**config.mk**
```make
export PLATFORM = sky130hd
export DESIGN_NAME = seg_scan_serial_ctrl
export DESIGN_NICKNAME = d
export VERILOG_FILES = /design/src/rtl/seg_scan_serial_ctrl.sv
export SDC_FILE = /design/constraint.sdc
export NUM_CORES = 1
export LEC_CHECK = 0
export BUFFER_PORTS_ARGS = -buffer_cell sky130_fd_sc_hd__buf_2
export CAP_MARGIN = 5
export CELL_PAD_IN_SITES_DETAIL_PLACEMENT = 1
export CELL_PAD_IN_SITES_GLOBAL_PLACEMENT = 2
export CORE_MARGIN = 4
export CORE_UTILIZATION = 24
export CTS_CLUSTER_SIZE = 40
export DETAILED_ROUTE_END_ITERATION = 8
export PLACE_DENSITY_LB_ADDON = 0.08
export SETUP_SLACK_MARGIN = 0.15
export SKIP_CTS_REPAIR_TIMING = 1
export SYNTH_ARGS = -nofsm -noshare
export SYNTH_HDL_FRONTEND = slang
export SYNTH_SLANG_ARGS = --single-unit
```
**constraint.sdc**
```tcl
create_clock -name clk -period 2.2 [get_ports clk]
set_input_delay 0.11 -clock clk [delete_from_list [all_inputs] [get_ports clk]]
set_output_delay 0.11 -clock clk [all_outputs]
set_load 0.03 [all_outputs]
```
**src/rtl/seg_scan_serial_ctrl.sv**
```systemverilog
// seg_scan_serial_ctrl: multiplexed 7-segment scan controller.
// Each digit slot does four things in order:
//   1. loads a 16-bit {digit-select, segments} word into the downstream serializer;
//   2. shifts the word out LSB first on ser_clk;
//   3. pulses latch for the external 74HC595-style chain;
//   4. dwells for DWELL_CYCLES, then moves on to the next digit.
// Optional build macro: SEG_ACTIVE_LOW_EN inverts the whole load word for
// common-anode displays; with it, blank gives a segment byte of 8'hFF.
module seg_scan_serial_ctrl #(
    parameter int unsigned NUM_DIGITS   = 6,
    parameter int unsigned CLK_DIV      = 2,
    parameter int unsigned DWELL_CYCLES = 10
) (
    input  logic                      clk,
    input  logic                      rst,
    input  logic [8*NUM_DIGITS-1:0]   seg_data,
    input  logic                      blank,
    output logic                      sr_ena,
    output logic                      sr_write,
    output logic [15:0]               sr_data,
    output logic                      ser_clk,
    output logic                      latch,
    output logic                      busy,
    output logic                      frame_done
);

    localparam int unsigned DIV_W   = $clog2(CLK_DIV + 1);
    localparam int unsigned DWELL_W = $clog2(DWELL_CYCLES + 1);

    localparam logic [DIV_W-1:0]   DIV_LAST   = DIV_W'(CLK_DIV - 1);
    localparam logic [DWELL_W-1:0] DWELL_LAST = DWELL_W'(DWELL_CYCLES - 1);
    localparam logic [2:0]         DIGIT_LAST = 3'(NUM_DIGITS - 1);
    localparam logic [3:0]         BIT_LAST   = 4'd15;

    typedef enum logic [2:0] {
        IDLE  = 3'd0,
        LOAD  = 3'd1,
        LOW   = 3'd2,
        HIGH  = 3'd3,
        LATCH = 3'd4,
        DWELL = 3'd5
    } state_t;

    state_t               state;
    state_t               state_nxt;
    logic [DIV_W-1:0]     div_cnt;
    logic [DIV_W-1:0]     div_nxt;
    logic [3:0]           bit_cnt;
    logic [3:0]           bit_nxt;
    logic [DWELL_W-1:0]   dwell_cnt;
    logic [DWELL_W-1:0]   dwell_nxt;
    logic [2:0]           digit_idx;
    logic [2:0]           digit_nxt;

    logic                 div_last;
    logic                 dwell_last;
    logic                 digit_last;
    logic [7:0]           sel_byte;
    logic [7:0]           seg_byte;
    logic [15:0]          load_word;

    assign div_last   = (div_cnt == DIV_LAST);
    assign dwell_last = (dwell_cnt == DWELL_LAST);
    assign digit_last = (digit_idx == DIGIT_LAST);

    // State and slot counters; a reset drops whatever slot was in flight
    always_ff @(posedge clk) begin
        if (rst) begin
            state     <= IDLE;
            div_cnt   <= '0;
            bit_cnt   <= '0;
            dwell_cnt <= '0;
            digit_idx <= '0;
        end else begin
            state     <= state_nxt;
            div_cnt   <= div_nxt;
            bit_cnt   <= bit_nxt;
            dwell_cnt <= dwell_nxt;
            digit_idx <= digit_nxt;
        end
    end

    // Next state plus counter updates for the slot sequence
    always_comb begin
        state_nxt = state;
        div_nxt   = div_cnt;
        bit_nxt   = bit_cnt;
        dwell_nxt = dwell_cnt;
        digit_nxt = digit_idx;
        case (state)
            IDLE: begin
                state_nxt = LOAD;
            end
            LOAD: begin
                div_nxt   = '0;
                bit_nxt   = '0;
                state_nxt = LOW;
            end
            LOW: begin
                if (div_last) begin
                    div_nxt   = '0;
                    state_nxt = HIGH;
                end else begin
                    div_nxt = div_cnt + DIV_W'(1);
                end
            end
            HIGH: begin
                if (div_last) begin
                    div_nxt   = '0;
                    bit_nxt   = bit_cnt + 4'd1;
                    state_nxt = (bit_cnt == BIT_LAST) ? LATCH : LOW;
                end else begin
                    div_nxt = div_cnt + DIV_W'(1);
                end
            end
            LATCH: begin
                if (div_last) begin
                    div_nxt   = '0;
                    dwell_nxt = '0;
                    state_nxt = DWELL;
                end else begin
                    div_nxt = div_cnt + DIV_W'(1);
                end
            end
            DWELL: begin
                if (dwell_last) begin
                    dwell_nxt = '0;
                    digit_nxt = digit_last ? 3'd0 : (digit_idx + 3'd1);
                    state_nxt = LOAD;
                end else begin
                    dwell_nxt = dwell_cnt + DWELL_W'(1);
                end
            end
            default: begin
                state_nxt = IDLE;
            end
        endcase
    end

    // Build the load word for the current digit; seg_data/blank only matter in LOAD
    always_comb begin
        seg_byte = 8'h00;
        for (int unsigned i = 0; i < NUM_DIGITS; i++) begin
            if (digit_idx == 3'(i)) begin
                seg_byte = seg_data[8*i +: 8];
            end
        end
        if (blank) begin
            seg_byte = 8'h00;
        end
        sel_byte = 8'h01 << digit_idx;
`ifdef SEG_ACTIVE_LOW_EN
        load_word = ~{sel_byte, seg_byte};
`else
        load_word = {sel_byte, seg_byte};
`endif
    end

    // Moore output decode; all outputs are held low while rst is asserted
    always_comb begin
        sr_ena     = 1'b0;
        sr_write   = 1'b0;
        sr_data    = 16'h0000;
        ser_clk    = 1'b0;
        latch      = 1'b0;
        busy       = 1'b0;
        frame_done = 1'b0;
        if (!rst) begin
            busy = (state != IDLE);
            case (state)
                LOAD: begin
                    sr_ena   = 1'b1;
                    sr_write = 1'b1;
                    sr_data  = load_word;
                end
                HIGH: begin
                    ser_clk = 1'b1;
                    sr_ena  = div_last;
                end
                LATCH: begin
                    latch = 1'b1;
                end
                DWELL: begin
                    frame_done = dwell_last && digit_last;
                end
                default: begin
                end
            endcase
        end
    end

endmodule

```
After elaboration in Yosys (flattened, before gate mapping). Cells that the tools add are included. Widths: inputs -> output; s select.

Register bits: 16. Latch bits: 0. RAM bits: 0. ROM bits: 0. Input port bits: 51. Output and inout port bits: 22. Logic and storage cells: 73. Memories kept: 0.

Add/sub/neg operators: 4. Multiply operators: 0. Divide/modulo/power cells: 0. $lt $le $gt $ge: 0. Eq/ne operators: 17. Shift operators: 1. Muxes and demuxes: 34. Bitwise logic cells: 0. Reductions and logical operators: 12.

Operators by type and width (number): $mux 8 (7); $mux 16 (2); $mux 3 (6); $pmux 3 s6 (1); $pmux 4 s2 (2); $eq 3x2->1 const B (4); $eq 3x3->1 const B (4); $mux 4 (3); $mux 1 (10); $add 4x1->4 const B (2); $eq 4x4->1 const B (2); $ne 2x2->1 const B (4); $shl 1x3->8 const A (1); $eq 3x1->1 const B (2); $logic_not 3->1 (2); $reduce_and 2->1 (3); $reduce_bool 2->1 (3); $pmux 2 s2 (1); $reduce_and 4->1 (1); $add 3x1->3 const B (1); $reduce_bool 3->1 (1); $reduce_or 3->1 (1); $add 2x1->2 const B (1); $eq 2x1->1 const B (1); other kinds (3) (3).

Depth between registers and ports, before layout. Gate-level depths: netlist of run 1.

Depth after elaboration: 10. Mapped depth: 8. Gate-level depth less buffers: 6.

Worst setup path before layout of run 1. OpenSTA, ideal clock, no wires.

Path type: register to output. From: register digit_idx[0]. To: output sr_data[5]. Arrival: 2293 ps. Data required time: 2090 ps. Path slack: -203 ps. Cell stages (with the launch flop): 8. Cell sequence: dfxtp_1 -> buf_2 -> clkbuf_1 -> and2_1 -> ha_1 -> clkbuf_1 -> a221oi_1 -> a211oi_1.

Word-level cells in the longest chain between the ends: 10. Elaborated cells on any way between the ends: 15.

RTL lines: start, declared (line 52) `logic [2:0] digit_idx;`; start signal, assigned (line 79) `digit_idx <= digit_nxt;`; $logic_not 3->1 (line 144) `if (digit_idx == 3'(i)) begin`; $mux 8 (5 in a row) (line 144); $mux 8 * (line 144); $mux 8 * (line 148) `if (blank) begin`; $mux 16 * (line 170) `case (state)`; $mux 16 * (line 168) `if (!rst) begin`; end, declared (line 20) `output logic [15:0] sr_data,`.

Mark *: on every way between the ends. The rest lies on a longest branch, timed or not.

Worst setup path in the final report of run 1.
From: register state[2]. To: output sr_data[7].

Word-level cells in the longest chain between the ends: 3.

RTL lines: start, declared (line 44) `state_t state;`; start signal, assigned (line 75) `state <= state_nxt;`; $eq 3x1->1 (line 170); $mux 16 (line 170); $mux 16 (line 168).

Every way passes these cells.

==> flow_summary.json, run 1 <==
{
  "track_usage_pct": 13.4,
  "hold_path_class": "input port to flip-flop",
  "layout.cells.non_filler": 327,
  "slowest_delay_ns": 0.37,
  "worstSetupEndpointType": "primary output",
  "yosys-top-cells-count": "dfxtp_1, a21oi_1, nor2_1",
  "placed_cells": 324,
  "yosys-top-cells-area": "dfxtp_1, mux2i_1, a211oi_1",
  "vias_per_cell": 5.02,
  "syn-num-nets": 240,
  "p_leak_nw": 0.798,
  "numCtsBuffers": 3,
  "die_area_um2": 7330,
  "rsz0062_at_grt": "no",
  "maxCapViolations": 0,
  "ioPinCount": 73,
  "syn_area_per_cell_um2": 7.86,
  "finalSetupViolations": 0,
  "num_vias": 1640,
  "synth_top_family_by_area": "simple AND/OR/NAND/NOR gates",
  "arrival_ns": 1.84,
  "cp_num_buf_inv": 2,
  "grt-ovfl-total": 0,
  "gp_congestion": 0.707,
  "setup_ws_ns": 0.245,
  "cellPowerDensity_nw_per_um2": 371,
  "wl_per_cell_um": 15.1,
  "ir_worst_vdd_mv": 0.242,
  "drc": 0,
  "synth_cells": 184,
  "postRouteAntennaNets": 0,
  "numPortBuffers": 72,
  "slew_headroom_pct": 66.9,
  "outcome": "completed",
  "grt_pass1_vias": 1668,
  "fp.dieW_um": 85.6,
  "ys.flop_type": "dfxtp_1",
  "fin_skew_ns": 0.000599,
  "whs_ns": 0.304,
  "synthAdderAreaFrac_pct": 4.33,
  "final_nets": 310,
  "syn2layout_area_growth_pct": 37.2,
  "clkTransAtPathRegs_ns": 0.06,
  "min_path_cells": 3,
  "synth_top_area_share_pct": 22.1,
  "design_area_um2": 1980,
  "ys_warn_count": 0,
  "grt_pass1_wl_um": 8070,
  "cp_max_fo": 10,
  "drtPass1Iterations": 4,
  "htreeDepth": 1,
  "fin_crit_ns": 1.95,
  "slew_viol_final": 0,
  "synth-simple-area-share_pct": 27.2,
  "r2r_cells": 4,
  "antenna_found_initial": 0,
  "postPlaceCellArea_um2": 1930,
  "ys_seq_area_share_pct": 22.1,
  "muxShareOfSynthArea_pct": 12.3,
  "n_antenna_cell": 0,
  "synthXorXnorAreaFrac_pct": 1.21,
  "worst_path_most_repeated_cell": "nand2b_4",
  "critPathRequiredTime_ns": 2.09,
  "place_worst_setup_slack_ns": 0.442,
  "clock_sinks": 16,
  "hold_violations": 0,
  "synth-async-reset-ratio_pct": 0,
  "grt_max_degree": 21,
  "clock_path_buffers": 2,
  "synth_compound_area_share_pct": 24.4,
  "synth.most_common_cell": "dfxtp_1",
  "finalSetupTns_ns": 0,
  "ys_ff_latch": 16,
  "cts_tree": "yes",
  "critical_path_class": "flip-flop to primary output",
  "start_kind": "flip-flop",
  "hpwl_um": 3900,
  "path_depth": 6,
  "clk_latency_ns": 0.25,
  "core_um2": 5890,
  "wirelength_um": 4930,
  "fill_cells": 744,
  "worst_pin_slew_ns": 0.496,
  "std_cell_rows": 28,
  "worstPathCellList": "nand2b_4 > or3_4 > clkinv_2 > nand2b_4 > a211oi_2 > clkbuf_4",
  "syn_area_um2": 1450,
  "die_h_um": 85.6,
  "drive_gt1_share_pct": 44.8,
  "cts_root_buf": "clkbuf_8",
  "fmax_mhz": 512,
  "drtIter0Drc": 38,
  "slowest_stage": "dfxtp_2",
  "synth-edff-count": 0,
  "finalCritPeriodShare_pct": 88.8,
  "synth.distinct_cells": 41,
  "yosys.area.top_type": "dfxtp_1",
  "cp_top_family": "simple AND/OR/NAND/NOR gates",
  "initial_core_util_pct": 24.6
}
path summary, 6_finish.rpt:
check	startpoint	slack, ns	endpoint
worst min register to register	div_cnt[1]	0.46	div_cnt[1]
worst min-delay path	rst	0.30	state[2]
worst max register to register	state[1]	0.66	state[1]
worst max-delay path	state[2]	0.25	sr_data[7]
placed cells by master, fill, tap and decap left out, types with 7 or more instances in the layout:
cell type	netlist	final
buf_2	4	71
a21oi_1	13	13
dfxtp_1	16	13
nor2_1	12	11
mux2i_1	11	11
a211oi_1	11	9
buf_4	0	9
o21ai_0	8	8
nand2_1	7	7
inv_1	7	7
where the power goes:
group / switching, W / total (W) / internal (W)
Sequential: 0.0000137 / 0.000312 / 0.000298
Clock: 0.000107 / 0.000229 / 0.000122
Combinational: 0.000109 / 0.000196 / 0.0000870
sequential cells by signal (all words and copies together), names as in the netlist:
signal     count
state          3
dwell_cnt      4
digit_idx      3
div_cnt        2
bit_cnt        4
layout make-up:
| class | count | area, um^2 | share of cell area [%] |
|---|---|---|---|
| timing repair buffer | 81 | 430 | 21.7 |
| tap | 75 | 93.8 | 4.73 |
| inverter | 9 | 35.0 | 1.77 |
| multi-input combinational | 143 | 1060 | 53.4 |
| sequential | 16 | 324 | 16.3 |
| clock buffer | 3 | 41.3 | 2.08 |
tightest hold or removal path, stage by stage:
cell and delay, ns:
buf_2 0.10, buf_4 0.24, a21oi_1 0.06
per-stage QoR:
step / total power (W) / utilization, %
finish: 0.000737 / 33.7
global route: 0.000780 / 33.7
CTS: 0.000752 / 33.5
detailed placement: 0.000516 / 32.8
global placement: 0.000517 / 32.8
floorplan: 0.000440 / -
cell families (layout without fill, tap and decap cells):
family / Yosys count / in the layout
muxes: 17 / 17
DFF: 16 / 16
and+or+nand+nor: 66 / 66
xor gates and xnor gates: 2 / 2
buffers and inverters: 25 / 93
adders and majority gates: 5 / 5
AOI/OAI and AO/OA: 53 / 53
metal layers:
layer / global-route usage [%] / wire length (um)
met3: 2.31 / 365
met5: 0 / 0
met1: 17.7 / 2300
met2: 22.2 / 2210
met4: 3.88 / 52
Note: power is estimated with default switching activity, not from simulation.
==> inputs of run 2 (changes only) <==
clock period = 2.1 ns   (was 2.2 ns; I/O delays follow)
==> run 2 against run 1 <==
  * Critical path depth is the same
  * First-iteration DRC count shrank 7.9%
  * Core utilization grew 1.6 points
  * Die area is the same
  * Clock-buffer cell count is the same
  * Combinational power grew 11%
  * Largest power group unchanged
==> flow_summary.json, run 2 (synthesized netlist as in run 1, its figures left out) <==
{
  "mostFrequentLayoutCells": "buf_2, buf_4, a21oi_1, dfxtp_1",
  "antenna_found_initial": 0,
  "hpwl_um": 3850,
  "cp_num_buf_inv": 2,
  "track_usage_pct": 13.6,
  "critPathRequiredTime_ns": 2.00,
  "slowest_delay_ns": 0.37,
  "place_worst_setup_slack_ns": 0.246,
  "wl_met1_um": 2380,
  "wirelength_um": 4940,
  "outcome": "completed",
  "worstPathCellList": "buf_8 > mux2i_1 > a21oi_1 > a211oi_1 > nor3_2 > buf_4",
  "top_regs": "bit_cnt: 4 flops, dwell_cnt: 4 flops",
  "numPortBuffers": 72,
  "drive_gt1_share_pct": 47.2,
  "p_leak_nw": 0.816,
  "postRouteAntennaNets": 0,
  "fin_crit_ns": 1.88,
  "cts_root_buf": "clkbuf_8",
  "r2r_cells": 6,
  "final_nets": 310,
  "worst_pin_slew_ns": 0.503,
  "highest_layer": "met4",
  "rsz0062_at_grt": "yes",
  "slew_viol_final": 0,
  "power_frac_clock_pct": 30.4,
  "grt_pass1_vias": 1642,
  "p_seq_share_pct": 41.6,
  "critical_path_class": "flip-flop to primary output",
  "setup_ws_ns": 0.220,
  "gp_congestion": 0.695,
  "final_common_cell": "buf_2",
  "finalSetupViolations": 0,
  "worstSetupEndpointType": "primary output",
  "swShare_pct": 31.2,
  "design_area_um2": 2080,
  "n_antenna_cell": 0,
  "hold_violations": 0,
  "grt-ovfl-total": 0,
  "die_h_um": 85.6,
  "fmax_mhz": 532,
  "wl_per_cell_um": 15.1,
  "ir_worst_vdd_mv": 0.198,
  "numCtsBuffers": 3,
  "maxCapViolations": 0,
  "syn2layout_area_growth_pct": 43.5,
  "vias_per_cell": 4.98,
  "fp.dieW_um": 85.6,
  "cp_top_family": "compound AO/OA/AOI/OAI gates",
  "p_sw_w": 0.000243,
  "total_power_w": 0.000780,
  "reg2reg_slack_ns": 0.57,
  "finalSetupTns_ns": 0,
  "drtIter0Drc": 35,
  "finish.utilization_pct": 35.3,
  "drtPass1Iterations": 3,
  "clock_path_buffers": 2,
  "pwr-share-comb_pct": 27.9,
  "drc": 0,
  "arrival_ns": 1.78,
  "initial_core_util_pct": 24.6,
  "core_um2": 5890,
  "clkTransAtPathRegs_ns": 0.06,
  "grt_max_degree": 26,
  "fill_cells": 738,
  "cp_max_fo": 25,
  "hold_path_class": "input port to flip-flop",
  "multi_input_area_um2": 1110,
  "cellInternalPower_w": 0.000537,
  "fin_skew_ns": 0.00234,
  "grt_pass1_wl_um": 8160,
  "min_path_cells": 3,
  "path_depth": 6,
  "std_cell_rows": 28,
  "finalCritPeriodShare_pct": 89.5,
  "start_kind": "flip-flop",
  "clk_latency_ns": 0.25,
  "ioPinCount": 73,
  "ff_latch_area_um2": 329,
  "clock_sinks": 16,
  "wl_met3_um": 368,
  "cellPowerDensity_nw_per_um2": 376,
  "slowest_stage": "a211oi_1",
  "cts_tree": "yes",
  "htreeDepth": 1,
  "slew_headroom_pct": 66.5,
  "wl_met2_um": 2140,
  "num_vias": 1627,
  "die_area_um2": 7330,
  "postPlaceCellArea_um2": 1920
}
run 2: metrics by stage:
stage / hold slack, ns / cells
2_1_floorplan: 0.281 / 184
3_3_place_gp: 0.453 / 322
3_5_place_dp: 0.444 / 322
4_1_cts: 0.311 / 325
5_1_grt: 0.341 / 327
6_report: 0.308 / 327
run 2: power groups by stage:
stage / Combinational [W] / Clock, W / Sequential [W]
after global placement: 0.000207 / 0 / 0.000332
after floorplan: 0.000139 / 0 / 0.000322
after global routing: 0.000243 / 0.000255 / 0.000327
final: 0.000218 / 0.000237 / 0.000325
after detailed placement: 0.000206 / 0 / 0.000332
after CTS: 0.000207 / 0.000249 / 0.000325
run 2: tightest hold or removal path: cells and delay by family:
kind	cells	cell delay (ns)
buf+inv	2	0.35
compound gates	1	0.06
run 2: final timing paths:
check | startpoint | to
max reg2reg | dwell_cnt[0] | digit_idx[1]
max | digit_idx[0] | sr_data[2]
min | rst | bit_cnt[2]
min reg2reg | div_cnt[1] | div_cnt[1]
run 2: layout make-up:
type,instances,area share [%]
Clock buffer,3,1.99
Multi-Input combinational cell,143,53.7
Sequential cell,16,15.9
Inverter,9,1.69
Tap cell,75,4.52
Timing Repair Buffer,81,22.2
run 2: layer usage:
metal,track usage (%),up-vias
li1,-,819
met1,19.0,751
met2,21.7,52
met3,1.92,5
met4,3.88,0
met5,0,-
==> inputs of run 3 (changes only) <==
RECOVER_POWER = 25   (was default)
==> run 3 against run 2 <==
  * Clock skew shrank 0.00055 ns
  * Power shrank 0.40%
  * Sequential power is essentially flat
  * Wire length shrank 0.22%
  * Worst hold slack lost 0.0083 ns
  * Clock power is essentially flat
  * Via count is essentially flat
  * Critical path depth is the same
  * Non-clock buffer count is the same
  * Setup slack is essentially flat
  * Sequential share of layout area grew 0.077 points
  * Highest routed layer unchanged
==> flow_summary.json, run 3 (synthesized netlist as in run 1, its figures left out) <==
{
  "reg2reg_slack_ns": 0.43,
  "numPortBuffers": 72,
  "syn2layout_area_growth_pct": 42.8,
  "ir_worst_vdd_mv": 0.197,
  "outcome": "completed",
  "hold_violations": 0,
  "num_vias": 1626,
  "final_nets": 310,
  "core_um2": 5890,
  "postRouteAntennaNets": 0,
  "fp.dieW_um": 85.6,
  "multi_input_area_um2": 1110,
  "finish.utilization_pct": 35.1,
  "cellPowerDensity_nw_per_um2": 376,
  "wl_per_cell_um": 15.1,
  "fin_crit_ns": 1.88,
  "fin_skew_ns": 0.00178,
  "cts_root_buf": "clkbuf_8",
  "die_h_um": 85.6,
  "wl_met3_um": 368,
  "top_regs": "bit_cnt: 4 flops, dwell_cnt: 4 flops",
  "worst_pin_slew_ns": 0.720,
  "grt-ovfl-total": 0,
  "slew_headroom_pct": 52.0,
  "final_common_cell": "buf_2",
  "drive_gt1_share_pct": 45.6,
  "ff_latch_area_um2": 329,
  "hold_path_class": "input port to flip-flop",
  "die_area_um2": 7330,
  "min_path_cells": 3,
  "clock_sinks": 16,
  "drtPass1Iterations": 3,
  "mostFrequentLayoutCells": "buf_2, buf_4, a21oi_1, dfxtp_1",
  "ioPinCount": 73,
  "drc": 0,
  "rsz0062_at_grt": "yes",
  "initial_core_util_pct": 24.6,
  "drtIter0Drc": 33,
  "clkTransAtPathRegs_ns": 0.06,
  "clock_path_buffers": 2,
  "gp_congestion": 0.695,
  "maxCapViolations": 0,
  "crit_path_end": "sr_data[2]",
  "rr_endpoint": "bit_cnt[3]",
  "slowest_stage": "a211oi_1",
  "cp_max_fo": 25,
  "critPathRequiredTime_ns": 2.00,
  "worstPathCellList": "buf_8 > mux2i_1 > a21oi_1 > a211oi_1 > nor3_2 > buf_4",
  "placed_cells": 322,
  "wirelength_um": 4930,
  "vias_per_cell": 4.97,
  "finalCritPeriodShare_pct": 89.5,
  "p_leak_nw": 0.799,
  "grt_pass1_vias": 1642,
  "r2r-start": "state[1]",
  "layout.cells.non_filler": 327,
  "grt_max_degree": 26,
  "total_power_w": 0.000777,
  "wl_met2_um": 2130,
  "n_antenna_cell": 0,
  "std_cell_rows": 28,
  "highest_layer": "met4",
  "grt_pass1_wl_um": 8160,
  "start_kind": "flip-flop",
  "fmax_mhz": 532,
  "slowest_delay_ns": 0.37,
  "worstSetupEndpointType": "primary output",
  "cp-startpoint": "digit_idx[0]",
  "numCtsBuffers": 3,
  "wl_met1_um": 2380,
  "clk_latency_ns": 0.25,
  "slew_viol_final": 0,
  "r2r_cells": 4,
  "finalSetupViolations": 0,
  "htreeDepth": 1,
  "critical_path_class": "flip-flop to primary output",
  "hpwl_um": 3850,
  "arrival_ns": 1.78,
  "track_usage_pct": 13.6,
  "antenna_found_initial": 0,
  "fill_cells": 736,
  "cts_tree": "yes"
}
-- run 3: cell count changes in the layout (fill, tap and decap cells not counted), sizes merged --
cell    before  now
buf         81   77
clkbuf       3    7
-- run 3: worst min-delay path by stage --
stage | start | to | slack, ns
5_1_grt | rst | dwell_cnt[0] | 0.34
3_3_place_gp | div_cnt[1] | div_cnt[1] | 0.45
4_1_cts | rst | bit_cnt[2] | 0.31
2_1_floorplan | rst | div_cnt[1] | 0.28
6_report | rst | bit_cnt[2] | 0.30
3_5_place_dp | div_cnt[1] | div_cnt[1] | 0.44
-- run 3: worst max-delay path: cells and delay by family, from the launching register on --
kind            cells  cell delay [ns]
simple gates        1             0.07
compound gates      2             0.46
buf+inv             2             0.40
mux                 1             0.23
flops               1             0.36
-- run 3: cell type report --
type / count / share of cell area, %
Tap cell: 75 / 4.54
Inverter: 9 / 1.70
Clock buffer: 3 / 2.00
Multi-Input combinational cell: 143 / 54.0
Timing Repair Buffer: 81 / 21.9
Sequential cell: 16 / 15.9
-- run 3: power breakdown --
part / internal, W / total, W / switching (W)
Sequential: 0.000311 / 0.000325 / 0.0000134
Combinational: 0.0000958 / 0.000216 / 0.000120
Clock: 0.000127 / 0.000237 / 0.000109
Total: 0.000535 / 0.000777 / 0.000242
-- run 3: layer usage --
| layer | track usage, % | vias up |
|---|---|---|
| met4 | 3.88 | 0 |
| met1 | 19.0 | 748 |
| met2 | 21.7 | 52 |
| li1 | - | 821 |
| met5 | 0 | - |
| met3 | 1.92 | 5 |
-- run 3: through the flow --
step           cell area (um^2)  setup slack [ns]  hold WS [ns]  TNS (ns)
3_5_place_dp               1920             0.246         0.444         0
3_3_place_gp               1920             0.252         0.453         0
4_1_cts                    1960           -0.0419         0.311   -0.0991
6_report                   2070             0.220         0.300         0
5_1_grt                    2070             0.131         0.341         0
2_1_floorplan              1510            0.0818         0.281         0
